==> src/rtl/tt_um_qsn_pipe.sv <==
// Pipelined quasi-cyclic shift network for the LDPC datapath.
// Rotates the first z LLRs of a ZMAX-element vector, one barrel bit per stage.
module tt_um_qsn_pipe #(
    parameter int ZMAX = 8,
    parameter int W    = 4
) (
    input  logic                            clk,
    input  logic                            rst_n,
    input  logic                            in_valid,
    output logic                            in_ready,
    input  logic [ZMAX*W-1:0]               in_data,
    input  logic [$clog2(ZMAX+1)-1:0]       in_z,
    input  logic [$clog2(ZMAX)-1:0]         in_shift,
    input  logic                            in_inv,
    output logic                            out_valid,
    input  logic                            out_ready,
    output logic [ZMAX*W-1:0]               out_data,
    output logic                            out_err
);

    localparam int SHIFT_W = $clog2(ZMAX);
    localparam int Z_W     = $clog2(ZMAX+1);
    localparam int LAT     = SHIFT_W + 1;

    logic                 v   [LAT];
    logic                 err [LAT];
    logic [ZMAX*W-1:0]    d   [LAT];
    logic [Z_W-1:0]       z   [SHIFT_W];
    logic [SHIFT_W-1:0]   sh  [SHIFT_W];
    logic                 inv [SHIFT_W];

    logic                 en;
    logic                 in_err;
    logic [ZMAX*W-1:0]    in_masked;

    function automatic logic [ZMAX*W-1:0] rot(
        input logic [ZMAX*W-1:0] din,
        input logic [Z_W-1:0]    zz,
        input int                r,
        input logic              dir
    );
        logic [ZMAX*W-1:0] o;
        int zi;
        int j;
        o  = '0;
        zi = int'(zz);
        for (int i = 0; i < ZMAX; i++) begin
            if (i < zi) begin
                j = dir ? i - r : i + r;
                if (j >= zi)
                    j = j - zi;
                else if (j < 0)
                    j = j + zi;
                o[i*W +: W] = din[j*W +: W];
            end
        end
        return o;
    endfunction

    assign en       = !out_valid || out_ready;
    assign in_ready = en;

    assign in_err = (in_z == '0) || (in_z > Z_W'(ZMAX)) ||
                    (Z_W'(in_shift) >= in_z);

    // Lanes at or above z are cleared up front so rotation never sees them.
    always_comb begin
        in_masked = '0;
        for (int i = 0; i < ZMAX; i++) begin
            if (i < int'(in_z))
                in_masked[i*W +: W] = in_data[i*W +: W];
        end
    end

    always_ff @(posedge clk or negedge rst_n) begin
        if (!rst_n) begin
            for (int k = 0; k < LAT; k++) begin
                v[k]   <= 1'b0;
                err[k] <= 1'b0;
                d[k]   <= '0;
            end
            for (int k = 0; k < SHIFT_W; k++) begin
                z[k]   <= '0;
                sh[k]  <= '0;
                inv[k] <= 1'b0;
            end
        end else if (en) begin
            v[0]   <= in_valid;
            err[0] <= in_err;
            d[0]   <= in_err ? '0 : in_masked;
            z[0]   <= in_z;
            sh[0]  <= in_shift;
            inv[0] <= in_inv;
            for (int k = 0; k < SHIFT_W; k++) begin
                v[k+1]   <= v[k];
                err[k+1] <= err[k];
                d[k+1]   <= rot(d[k], z[k],
                                (sh[k][0] && !err[k]) ? (1 << k) : 0,
                                inv[k]);
            end
            // Residual shift moves down so each stage tests its bit 0.
            for (int k = 0; k < SHIFT_W-1; k++) begin
                z[k+1]   <= z[k];
                sh[k+1]  <= sh[k] >> 1;
                inv[k+1] <= inv[k];
            end
        end
    end

    assign out_valid = v[LAT-1];
    assign out_data  = d[LAT-1];
    assign out_err   = err[LAT-1];

endmodule
==> config.mk <==
export PLATFORM = sky130hd
export DESIGN_NAME = tt_um_qsn_pipe
export DESIGN_NICKNAME = d
export VERILOG_FILES = /design/src/rtl/tt_um_qsn_pipe.sv
export SDC_FILE = /design/constraint.sdc
export NUM_CORES = 1
export LEC_CHECK = 0
export CELL_PAD_IN_SITES_DETAIL_PLACEMENT = 1
export CELL_PAD_IN_SITES_GLOBAL_PLACEMENT = 1
export CORE_ASPECT_RATIO = 0.9
export CORE_MARGIN = 1.5
export CORE_UTILIZATION = 35
export DETAILED_ROUTE_END_ITERATION = 8
export PLACE_DENSITY = 0.68
export SYNTH_ARGS = -nofsm -noshare
export SYNTH_HDL_FRONTEND = slang
export SYNTH_SLANG_ARGS = --single-unit
==> constraint.sdc <==
create_clock -name clk -period 4.05 [get_ports clk]
set_input_delay 0.81 -clock clk [delete_from_list [all_inputs] [get_ports clk]]
set_output_delay 0.81 -clock clk [all_outputs]
set_load 0.01 [all_outputs]
Word-level counts from Yosys, hierarchy flattened
Cells that the tools add are included.
{ "classes": {"n_reduce_logical": 11, "n_mux": 156, "addsub": 93, "n_lt_le_gt_ge": 82, "shift": 24} }
{ "ops": {"columns": ["cell", "n"], "rows": [
  ["$mux W30", 96],
  ["$mux W32", 25],
  ["$ge A32 B5 Y1", 24],
  ["$lt A32 B1 Y1 const B", 24],
  ["$shiftx A32 B32 Y4", 24],
  ["$add A30 B5 Y30", 24],
  ["$sub A30 B5 Y30", 24],
  ["$mux W4", 32],
  ["$lt A3 B4 Y1 const A", 16],
  ["$lt A1 B4 Y1 const A", 8],
  ["$lt A2 B4 Y1 const A", 8],
  ["$add A3 B1 Y4 const A", 4],
  ["$add A3 B2 Y4 const A", 4],
  ["$add A3 B3 Y4 const A", 4],
  ["$sub A3 B1 Y4 const A", 4],
  ["$sub A3 B2 Y4 const A", 4],
  ["$sub A3 B3 Y4 const A", 4],
  ["$add A2 B3 Y4 const A", 2],
  ["$sub A1 B3 Y4 const A", 2],
  ["$sub A2 B3 Y4 const A", 2],
  ["$add A2 B1 Y3 const A", 2],
  ["$add A2 B2 Y3 const A", 2],
  ["$sub A1 B2 Y3 const A", 2],
  ["$sub A2 B1 Y3 const A", 2],
  ["other kinds (14)", 23]
]} }
{ "word_totals": {"word_cells": 387, "inputBits": 44, "output_inout_bits": 35, "regBits": 157} }

Logic depth before layout (Yosys ltp)
{ "depth": {"depth_word": 12, "ltp_mapped": 17, "mapped_depth_nobuf": 13} }

Worst setup path after synthesis
Ideal clock, no wire load.
{ "synth_timing": {"kind": "flip-flop to flip-flop", "from": "reg err[2] (netlist name)", "to": "reg d[44] (netlist name)", "path_slack_ns": 0.653, "path_stages_with_launch": 14, "path_buffers": 4, "required_time_ns": 3.919, "arrival_ns": 3.266, "setup_time_ns": 0.131, "synth_period_minus_slack_ns": 3.397, "path_cell_list": "dfrtp_1 > nor2b_1 > buf_2 > clkbuf_1 > buf_1 > inv_1 > ha_1 > buf_2 > nand2_1 > a311oi_4 > mux2_2 > a221o_1 > a221oi_1 > nor3_1"} }
{ "synth_via": {"elab_chain_cells": 12, "word_cells_on_any_way": 16, "classes_between": "add/sub: 4; order compare: 2; shift: 1; mux: 7; reduce/logical: 2"} }
{ "synth_rtl": {"columns": ["element", "line", "rtl"], "rows": [
  ["start: declaration", "26", "logic err [LAT];"],
  ["start signal: indexed assignment", "96", "err[k+1] <= err[k];"],
  ["$logic_not A1 Y1 (*)", "98", "(sh[k][0] && !err[k]) ? (1 << k) : 0,"],
  ["$logic_and A1 B1 Y1 (*)", "98", null],
  ["$mux W2 (*)", "98", null],
  ["$add A2 B2 Y3 or $sub A2 B2 Y3 (tied branches)", "49", "j = dir ? i - r : i + r;"],
  ["$mux W32 (*)", "49", null],
  ["$add A30 B5 Y30 or $lt A32 B1 Y1 (tied branches)", "53, 52", null],
  ["$mux W30", "52", "else if (j < 0)"],
  ["$mux W30 (*)", "50", "if (j >= zi)"],
  ["$mux W30 (*)", "48", "if (i < zi) begin"],
  ["$mux W30 (*)", "87", "end else if (en) begin"],
  ["$shiftx A32 B32 Y4 (*)", "54", "o[i*W +: W] = din[j*W +: W];"],
  ["$mux W4 (*)", "48", null],
  ["end signal: indexed assignment", "97", "d[k+1] <= rot(d[k], z[k],"],
  ["end: declaration", "27", "logic [ZMAX*W-1:0] d [LAT];"]
]} }
Every way passes the cells marked *; elsewhere a longest branch is shown, timed or not. The select of a mux whose other input is x is not followed.
A chain may end at the register's enable or synchronous reset.

Worst setup path in the final report
{ "layout_timing": {"from": "reg err[1] (netlist name)", "to": "reg d (netlist bit out_data[2])"} }
{ "layout_via": {"elab_chain_cells": 12, "word_cells_on_any_way": 15, "classes_between": "add/sub: 3; order compare: 2; shift: 1; mux: 7; reduce/logical: 2"} }
{ "layout_rtl": {"columns": ["element", "line"], "rows": [
  ["$logic_not A1 Y1 (*)", "98"],
  ["$logic_and A1 B1 Y1 (*)", "98"],
  ["$mux W3 (*)", "98"],
  ["$sub A1 B3 Y4", "49"],
  ["$mux W32 (*)", "49"],
  ["$add A30 B5 Y30 or $lt A32 B1 Y1 (tied branches)", "53, 52"],
  ["$mux W30", "52"],
  ["$mux W30 (*)", "50"],
  ["$mux W30 (*)", "48"],
  ["$mux W30 (*)", "87"],
  ["$shiftx A32 B32 Y4 (*)", "54"],
  ["$mux W4 (*)", "48"]
]} }
Marked as above.

==> metrics <==
status finished, final reports clean; wire length reported by the detailed router 72.8 mm; Remaining DRCs 0; Power Density 986 mW/mm^2; arrival time worst endpoint 4.16 ns; fraction of the cycle the final worst path needs 92.2%; largest fanout on the critical path 9; FMAX 0.268 GHz; Clock Pin Slew Worst Setup and Hold Paths 0.07 ns; placeable core region 0.0482 sq mm; die height 213 microns; critical setup path kind reg -> reg; worst-case hold slack 0.356 ns; Synth-to-Final Area Change 9.70%; via count of the first global-routing pass 17.0k; fraction of layout cells with a size suffix above 1 12.9%; post-synthesis average cell area 8.58 sq um; count of input and output buffers 78; maximum number of pins on one net before global-route repair 104; count of final max-slew check failures 0; Synth async-reset ratio 100%; post-route antenna net violation count 0; detailed-route via count 17.1k; number of sinks handled by clock tree synthesis 157; number of top-level pins 79; core occupancy in the finished layout 39.2%; Synth Instances 2007; initial standard-cell utilization of the core 35.7%; worst-case vdd ir drop 0.436 mV; remaining global-route overflow 0; H-tree levels 4; Cell variety after synth 112; final-stage net count 2070; Worst Setup Start Kind flop; die area 0.0506 sq mm; global placer's final weighted congestion 0.931; number of design-rule violations left by the first detailed-router iteration 1896; CTS tree done; sequential area share after synthesis 22.8%; maxcap violations 0; time the final worst path needs with I/O delays and setup 3.73 ns; setup tns final 0 ns; post-cts repair resize count 0; vias per std cell 6.58; initial antenna violation count 1; capturing element type of the critical path flop; count of endpoints failing setup in the final report 0; Tot GR Track Use 28.9%; post-synthesis sequential element count 157; maximum clock skew at final layout 0.0151 ns; post-layout worst setup margin 0.316 ns; Post-CTS Hold Fix Bufs 0; Diodes inserted 0; Inserted Clock Buffers 17; maximum root-to-sink buffer count 2; number of synthesized flops with an enable pin 0; Layout fillers 5570; cell area after synthesis 0.0172 sq mm; row count 76; die outline width 237 microns; Top FF cell, synth dfrtp_1; WL per Instance 28.1 microns; total number of yosys warnings 0; number of detailed-routing iterations run before antenna repair 6; transition at the pin with the smallest max-transition slack 1.10 ns; max-slew headroom at the worst pin 26.2%; clock root buffer master clkbuf_16; nets in the synthesized netlist 2119; path category of the worst min-delay check in -> async; Post-DP HPWL 52.9 mm; wire length of the first global-routing pass 109 mm; required time worst endpoint 4.47 ns; Hold Violations, Final 0; RSZ-0062 raised after global routing no; setup slack at placement 0.425 ns; number of buffers inserted by post-CTS setup repair 0; reported leakage power 7.84 nW; clock latency of the later-clocked register in the worst-skew pair 0.52 ns
## per-stage QoR
step	total power, mW	cell area (sq um)	std cells
global route	19.7	18900	2595
floorplan	12.4	17200	2007
detailed placement	16.5	18300	2563
global placement	16.1	18300	2563
CTS	18.3	18900	2595
finish	18.6	18900	2595
## flip-flops by register name (all words and copies together), names as in the netlist
name	count
d	96
err	3
inv	3
out_data	32
out_err	1
out_valid	1
sh	6
v	3
z	12
## worst paths after layout
path	depth (start not counted)	end	slack (ns)	from
setup / recovery	12	out_data[2]$_DFFE_PN0P_	0.32	err[1]$_DFFE_PN0P_
hold / removal	1	out_data[19]$_DFFE_PN0P_	0.36	rst_n
setup reg to reg	12	out_data[2]$_DFFE_PN0P_	0.32	err[1]$_DFFE_PN0P_
hold reg to reg	2	sh[8]$_DFFE_PN0P_	0.48	sh[8]$_DFFE_PN0P_
max in group asynchronous	2	d[89]$_DFFE_PN0P_	2.81	rst_n
min in group clk	2	sh[8]$_DFFE_PN0P_	0.48	sh[8]$_DFFE_PN0P_
## placed cells by master, fill, tap and decap left out, drive strengths merged, types with 9 or more instances in the layout
cell / count
and2: 14
inv: 69
ha: 53
a22oi: 24
o21ai: 100
nor2: 84
clkdlybuf4s50: 77
and3: 18
a221oi: 25
o31ai: 16
o221ai: 20
a31oi: 13
nand2: 253
buf: 80
nand2b: 30
nor3: 35
fa: 15
nor2b: 32
a221o: 29
mux2: 45
a22o: 61
mux2i: 204
a21o: 22
a311oi: 13
a211oi: 39
mux4: 39
o22ai: 24
a32o: 10
o32a: 14
or3: 9
nand3: 36
a21oi: 113
clkbuf: 18
xnor2: 10
dfrtp: 157
o21a: 10
o211ai: 18
## logic make-up (layout without fill, tap and decap cells)
logic type / count (synthesis) / count (layout) / synth area share, %
buffers and inverters: 286 / 250 / 7.87
multiplexers: 288 / 288 / 20.0
XOR/XNOR: 15 / 15 / 0.763
adder cells (fa/ha/maj): 68 / 68 / 5.59
AO/OA/AOI/OAI: 636 / 636 / 27.5
AND/OR/NAND/NOR: 557 / 557 / 15.5
flip-flops: 157 / 157 / 22.8
## synth_stat cells (all sizes together), types with 32 or more instances
library cell	number	area [sq um]
mux2	45	507
nor2	84	318
clkbuf	104	393
mux4	39	882
nand2	253	952
mux2i	204	2060
a21oi	113	577
nand3	36	185
o21ai	100	523
nor3	35	175
buf	121	723
inv	60	235
nor2b	32	200
ha	53	663
a211oi	39	293
dfrtp	157	3930
a22o	61	534
## layer usage
layer	global-route usage [%]	vias to the layer above	part of all wire, %
met3	8.14	128	10
li1	-	7472	-
met2	41.3	896	42
met4	9.75	2	2.5
met5	0	-	0.018
met1	41.4	8582	46
## power breakdown
group | leakage, nW | internal (mW) | switching, mW
combinational | 5.47 | 5.49 | 8.09
sequential | 2.09 | 2.00 | 1.38
clock | 0.282 | 0.833 | 0.831
## critical path, cell delays in order, from the launching register on
cell      delay [ns]
dfrtp_1         0.43
nand2b_1        0.36
inv_1           0.13
ha_1            0.53
inv_1           0.18
a21oi_1         0.17
o21bai_1        0.09
ha_1            0.31
o31ai_2         0.76
o211ai_1        0.18
a21oi_1         0.16
a311oi_1        0.09
o31ai_1         0.24
## cell type report
class	instances	area (sq um)	area share, %
clock inverter	14	143	0.755
tap	624	781	4.13
timing repair buffer	157	1400	7.41
clock buffer	18	439	2.32
multi-input combinational	1564	12000	63.3
sequential	157	3930	20.8
inverter	61	239	1.26
(Power assumes the default switching activity.)
==> RTL edit 1 (same flow settings) <==
Change the parameter `ZMAX` from 8 to 4.
--- a/src/rtl/tt_um_qsn_pipe.sv
+++ b/src/rtl/tt_um_qsn_pipe.sv
@@ -2,5 +2,5 @@
 // Rotates the first z LLRs of a ZMAX-element vector, one barrel bit per stage.
 module tt_um_qsn_pipe #(
-    parameter int ZMAX = 8,
+    parameter int ZMAX = 4,
     parameter int W    = 4
 ) (
Ports: changed (resized in_data, in_shift, in_z and out_data); port bits go from 79 to 45. No check against the original RTL was run, so the function may have changed too.
==> RTL edit 1 against the unedited design <==
Worst setup slack better by 450 ps. Clock power is 45% lower. Global-route usage is 9.4 points lower. Routed wire length is 82% lower. Power is 80% lower. Sequential cell count is 92 lower. Design area is 71% lower. Area after synthesis is 73% lower. Final cell count is 74% lower. Largest cell class unchanged. Highest routed layer is now met4.
==> RTL edit 1: results (changes against the unedited design) <==
<table>
<tr><th>Metric</th><th>Value</th></tr>
<tr><th colspan="2">Run status</th></tr>
<tr><td>Result of the run</td><td>complete, no violations</td></tr>
<tr><th colspan="2">Global route</th></tr>
<tr><td>Wire length of the first global-routing pass</td><td>21.7 mm (-80%)</td></tr>
<tr><td>Pin count of the biggest net entering global routing</td><td>58 (-44%)</td></tr>
<tr><td>Initial antenna violation count</td><td>0 (-1)</td></tr>
<tr><td>Number of global-route vias before repair</td><td>3,975 (-77%)</td></tr>
<tr><th colspan="2">Final layout</th></tr>
<tr><td>Number of fillers in the final layout</td><td>1,456 (-74%)</td></tr>
<tr><td>Post-synthesis to final-layout area growth</td><td>18.3%</td></tr>
<tr><th colspan="2">Clocking</th></tr>
<tr><td>Insertion delay of the later-clocked pin in the worst-skew pair</td><td>330 ps (-190 ps)</td></tr>
<tr><td>Number of levels in the clock H-tree</td><td>3 (-1)</td></tr>
<tr><th colspan="2">Placed design</th></tr>
<tr><td>Placed Cells incl. Taps</td><td>655 (-74%)</td></tr>
<tr><td>Count of port buffers added during placement</td><td>44 (-44%)</td></tr>
<tr><td>Placed instance area</td><td>0.00522 mm^2 (-71%)</td></tr>
<tr><td>GP Congestion</td><td>0.819 (-12%)</td></tr>
<tr><td>Worst setup slack before clock tree synthesis</td><td>789 ps (+364 ps)</td></tr>
<tr><th colspan="2">Drt</th></tr>
<tr><td>Count of TritonRoute iterations in the first routing pass</td><td>4 (-2)</td></tr>
<tr><td>Average wire length per cell after detail routing</td><td>19.6 um (-30%)</td></tr>
<tr><td>Met2 wirelength from detailed routing</td><td>6.21 mm (-79%)</td></tr>
<tr><td>Via Count</td><td>3,710 (-78%)</td></tr>
<tr><td>Top metal layer carrying routed signals</td><td>met4</td></tr>
<tr><td>Length of routed met3 wiring</td><td>477 um (-94%)</td></tr>
<tr><th colspan="2">Critical path</th></tr>
<tr><td>Highest net fanout along the worst path</td><td>7 (-2)</td></tr>
<tr><td>Slowest CP cell</td><td>fa_1</td></tr>
<tr><td>Worst path top cell family by delay</td><td>adder cells</td></tr>
<tr><td>Delay of the slowest cell on the worst path</td><td>430 ps (-330 ps)</td></tr>
<tr><td>Worst endpoint data arrival time</td><td>3510 ps (-650 ps)</td></tr>
<tr><th colspan="2">Synthesis</th></tr>
<tr><td>Synthesized area per cell</td><td>9.99 um^2 (+16%)</td></tr>
<tr><td>Distinct cells, synth</td><td>51 (-54%)</td></tr>
<tr><td>Post-synth net total</td><td>538 (-75%)</td></tr>
<tr><td>Fraction of the yosys area taken by sequential cells</td><td>34.6% (+12 points)</td></tr>
<tr><th colspan="2">Die</th></tr>
<tr><td>Die Width</td><td>125 um (-47%)</td></tr>
<tr><th colspan="2">Pwr</th></tr>
<tr><td>Worst-case vdd ir drop</td><td>0.000216 V (-51%)</td></tr>
<tr><td>Leakage power total</td><td>2.49 nW (-68%)</td></tr>
<tr><th colspan="2">Timing</th></tr>
<tr><td>Worst Skew</td><td>6.17 ps (-8.93 ps)</td></tr>
</table>
-- RTL edit 1: cell types whose count changed after synthesis, moves of 56 or more --
cell      before  now
a21oi_1      110   24
clkbuf_1     102    9
dfrtp_1      157   65
mux2i_1      202   39
nand2_1      252   72
nor2_1        83   22
o21ai_0       85   29
-- RTL edit 1: final cells by class --
class                           instances  area share [%]
Timing Repair Buffer                   52            8.90
Tap cell                              164            3.68
Clock buffer                           11            4.36
Clock inverter                          5            1.84
Multi-Input combinational cell        348            50.2
Inverter                               26            1.84
Sequential cell                        65            29.2
-- RTL edit 1: final timing paths --
path	startpoint	endpoint	slack [ps]	cells past startpoint
worst min register to register	v[1]	v[1]	460	2
min in group clk	v[1]	v[1]	460	2
max in group asynchronous	rst_n	d[20]	2680	2
worst min-delay path	rst_n	d[47]	360	1
worst max register to register	err[2]	d[31]	760	11
worst max-delay path	err[2]	d[31]	760	11
-- RTL edit 1: routing by layer --
metal  track usage (%)  vias up
met5                 0        -
met4              5.30        0
met3              4.21       12
met2              32.0       71
met1              26.3     1865
li1                  -     1762
-- RTL edit 1: cells by family (layout without fill, tap and decap cells) --
| logic type | after synthesis | after routing | synth area share (%) |
|---|---|---|---|
| buffers and inverters | 58 | 94 | 6.25 |
| AND/OR/NAND/NOR | 123 | 123 | 11.6 |
| AO/OA/AOI/OAI | 131 | 131 | 20.1 |
| adder cells (fa/ha/maj) | 41 | 41 | 13.0 |
| XOR/XNOR | 1 | 1 | 0.186 |
| multiplexers | 52 | 52 | 14.3 |
| flip-flops | 65 | 65 | 34.6 |
-- RTL edit 1: report_power, final --
part,internal (mW),leakage [nW],total (mW),switching (mW)
combinational,0.823,1.46,1.91,1.09
sequential,0.789,0.862,0.993,0.205
clock,0.617,0.166,0.909,0.292
==> RTL edit 2 (config.mk and constraints unchanged) <==
Without the edit above. Register the output `out_err`, cleared by the reset; this adds one clock of latency there. The other outputs are not delayed to match.
--- a/src/rtl/tt_um_qsn_pipe.sv
+++ b/src/rtl/tt_um_qsn_pipe.sv
@@ -110,5 +110,11 @@
     assign out_valid = v[LAT-1];
     assign out_data  = d[LAT-1];
-    assign out_err   = err[LAT-1];
+    always_ff @(posedge clk or negedge rst_n) begin
+        if (!rst_n) begin
+            out_err <= '0;
+        end else begin
+            out_err <= err[LAT-1];
+        end
+    end
 
 endmodule
Formal check against the unedited RTL: same outputs for any inputs over 4 cycles, from zero or initial values and one cycle with rst_n low; that may be too few to reach the edited logic, so the function may still have changed.
==> RTL edit 2 against the unedited design <==
Routed wire length fell by 0.19%. Worst setup slack got worse by 130 ps. Design area rose by 0.28%. Die area fell by 0.49%. Non-clock buffer count rose by 9. Sequential power fell by 3%. Area after synthesis fell by 0.49%. Power rose by 0.53%. Sequential cell count rose by 1. Critical path type unchanged. Largest cell class unchanged.
==> RTL edit 2: results (changes against the unedited design) <==
<table>
<tr><th>Metric</th><th>Value</th></tr>
<tr><th colspan="2">Placed design</th></tr>
<tr><td>Worst setup slack before clock tree synthesis</td><td>160 ps (-264 ps)</td></tr>
<tr><td>Detailed-placement wirelength estimate</td><td>52.0 mm (-1.7%)</td></tr>
<tr><td>Placed Cells incl. Taps</td><td>2,534 (-1.1%)</td></tr>
<tr><td>Placed instance area</td><td>0.0183 mm^2 (+0.19%)</td></tr>
<tr><td>GP Congestion</td><td>0.943 (+1.3%)</td></tr>
<tr><th colspan="2">Run status</th></tr>
<tr><td>Result of the run</td><td>complete, no violations</td></tr>
<tr><th colspan="2">Timing</th></tr>
<tr><td>Hold WS</td><td>303 ps (-52.2 ps)</td></tr>
<tr><td>Worst Skew</td><td>18.8 ps (+3.66 ps)</td></tr>
<tr><td>Final cycle utilization of the critical path</td><td>95.5% (+3.3 points)</td></tr>
<tr><th colspan="2">Synthesis</th></tr>
<tr><td>Cell count after synthesis</td><td>1,959 (-2.4%)</td></tr>
<tr><td>Synth area leaders</td><td>dfrtp_1 (23%), mux2i_1 (9.1%), mux4_2 (7.5%)</td></tr>
<tr><td>Distinct cells, synth</td><td>100 (-11%)</td></tr>
<tr><td>Post-synth net total</td><td>2,070 (-2.3%)</td></tr>
<tr><td>Leading cell types by count after synthesis</td><td>nand2_1 (237), dfrtp_1 (158), mux2i_1 (156)</td></tr>
<tr><th colspan="2">Critical path</th></tr>
<tr><td>Highest net fanout along the worst path</td><td>12 (+3)</td></tr>
<tr><td>Slowest CP cell</td><td>a2111oi_1</td></tr>
<tr><td>FF-to-FF Start</td><td>sh[0]</td></tr>
<tr><td>Delay of the slowest cell on the worst path</td><td>610 ps (-150 ps)</td></tr>
<tr><td>Capture point of the critical path</td><td>out_data[15]</td></tr>
<tr><td>Buffers plus inverters on the worst setup path</td><td>4 (+2)</td></tr>
<tr><th colspan="2">Global route</th></tr>
<tr><td>GR Util All Layers</td><td>29.1% (+0.25 points)</td></tr>
<tr><td>Pin count of the biggest net entering global routing</td><td>106 (+1.9%)</td></tr>
<tr><td>Wire length of the first global-routing pass</td><td>110 mm (+1.1%)</td></tr>
<tr><th colspan="2">Drt</th></tr>
<tr><td>Wire length after detailed routing</td><td>72.7 mm (-0.19%)</td></tr>
<tr><td>Number of design-rule violations left by the first detailed-router iteration</td><td>1,620 (-15%)</td></tr>
<tr><td>Via density per instance</td><td>6.63 (+0.67%)</td></tr>
<tr><td>Count of TritonRoute iterations in the first routing pass</td><td>5 (-1)</td></tr>
<tr><th colspan="2">Final layout</th></tr>
<tr><td>Final net count</td><td>2,040 (-1.4%)</td></tr>
<tr><td>Proportion of layout cells with a drive suffix above 1</td><td>13.2% (+0.24 points)</td></tr>
<tr><th colspan="2">Pwr</th></tr>
<tr><td>Leakage power total</td><td>7.82 nW (-0.35%)</td></tr>
<tr><td>Worst-case vdd ir drop</td><td>0.000447 V (+2.6%)</td></tr>
</table>
RTL edit 2: cell types whose count changed after synthesis, sizes merged, moves of 12 or more:
| cell | before | now |
|---|---|---|
| nand2 | 253 | 237 |
| a221oi | 25 | 10 |
| o211ai | 18 | 37 |
| inv | 60 | 73 |
| a211oi | 39 | 52 |
| nand3 | 36 | 24 |
| mux4 | 39 | 59 |
| o22ai | 24 | 12 |
| mux2i | 204 | 159 |
| buf | 121 | 105 |
| a2111oi | 3 | 15 |
| a21oi | 113 | 99 |
RTL edit 2: area by class of cell:
class / count / area, um^2
Clock buffer: 18 / 429
Antenna cell: 2 / 5.00
Sequential cell: 158 / 3960
Fill cell: 5607 / 29200
Timing Repair Buffer: 166 / 1470
Tap cell: 624 / 781
Clock inverter: 14 / 165
Multi-Input combinational cell: 1510 / 11900
Inverter: 76 / 285
RTL edit 2: power by group:
part	internal, mW	switching [mW]	total (mW)
logic	5.47	8.28	13.7
registers	2.00	1.29	3.29
clock network	0.829	0.862	1.69
RTL edit 2: cells by family after synthesis:
logic type | after synthesis | share of synthesized area, %
compound gates | 638 | 27.7
simple gates | 525 | 14.9
buf+inv | 291 | 7.79
mux | 259 | 19.9
flops | 158 | 23.1
fa+ha+maj | 67 | 5.55
xor+xnor | 21 | 1.07
RTL edit 2: per-layer routing:
| metal | share of wire [%] | vias to the layer above | routed length (um) | global-route usage [%] |
|---|---|---|---|---|
| met4 | 4.6 | 0 | 3330 | 14.2 |
| met1 | 42 | 8599 | 30600 | 37.9 |
| met2 | 45 | 836 | 33100 | 46.9 |
| met5 | 0 | - | 0 | 0 |
| li1 | - | 7389 | - | - |
| met3 | 7.9 | 191 | 5710 | 5.12 |
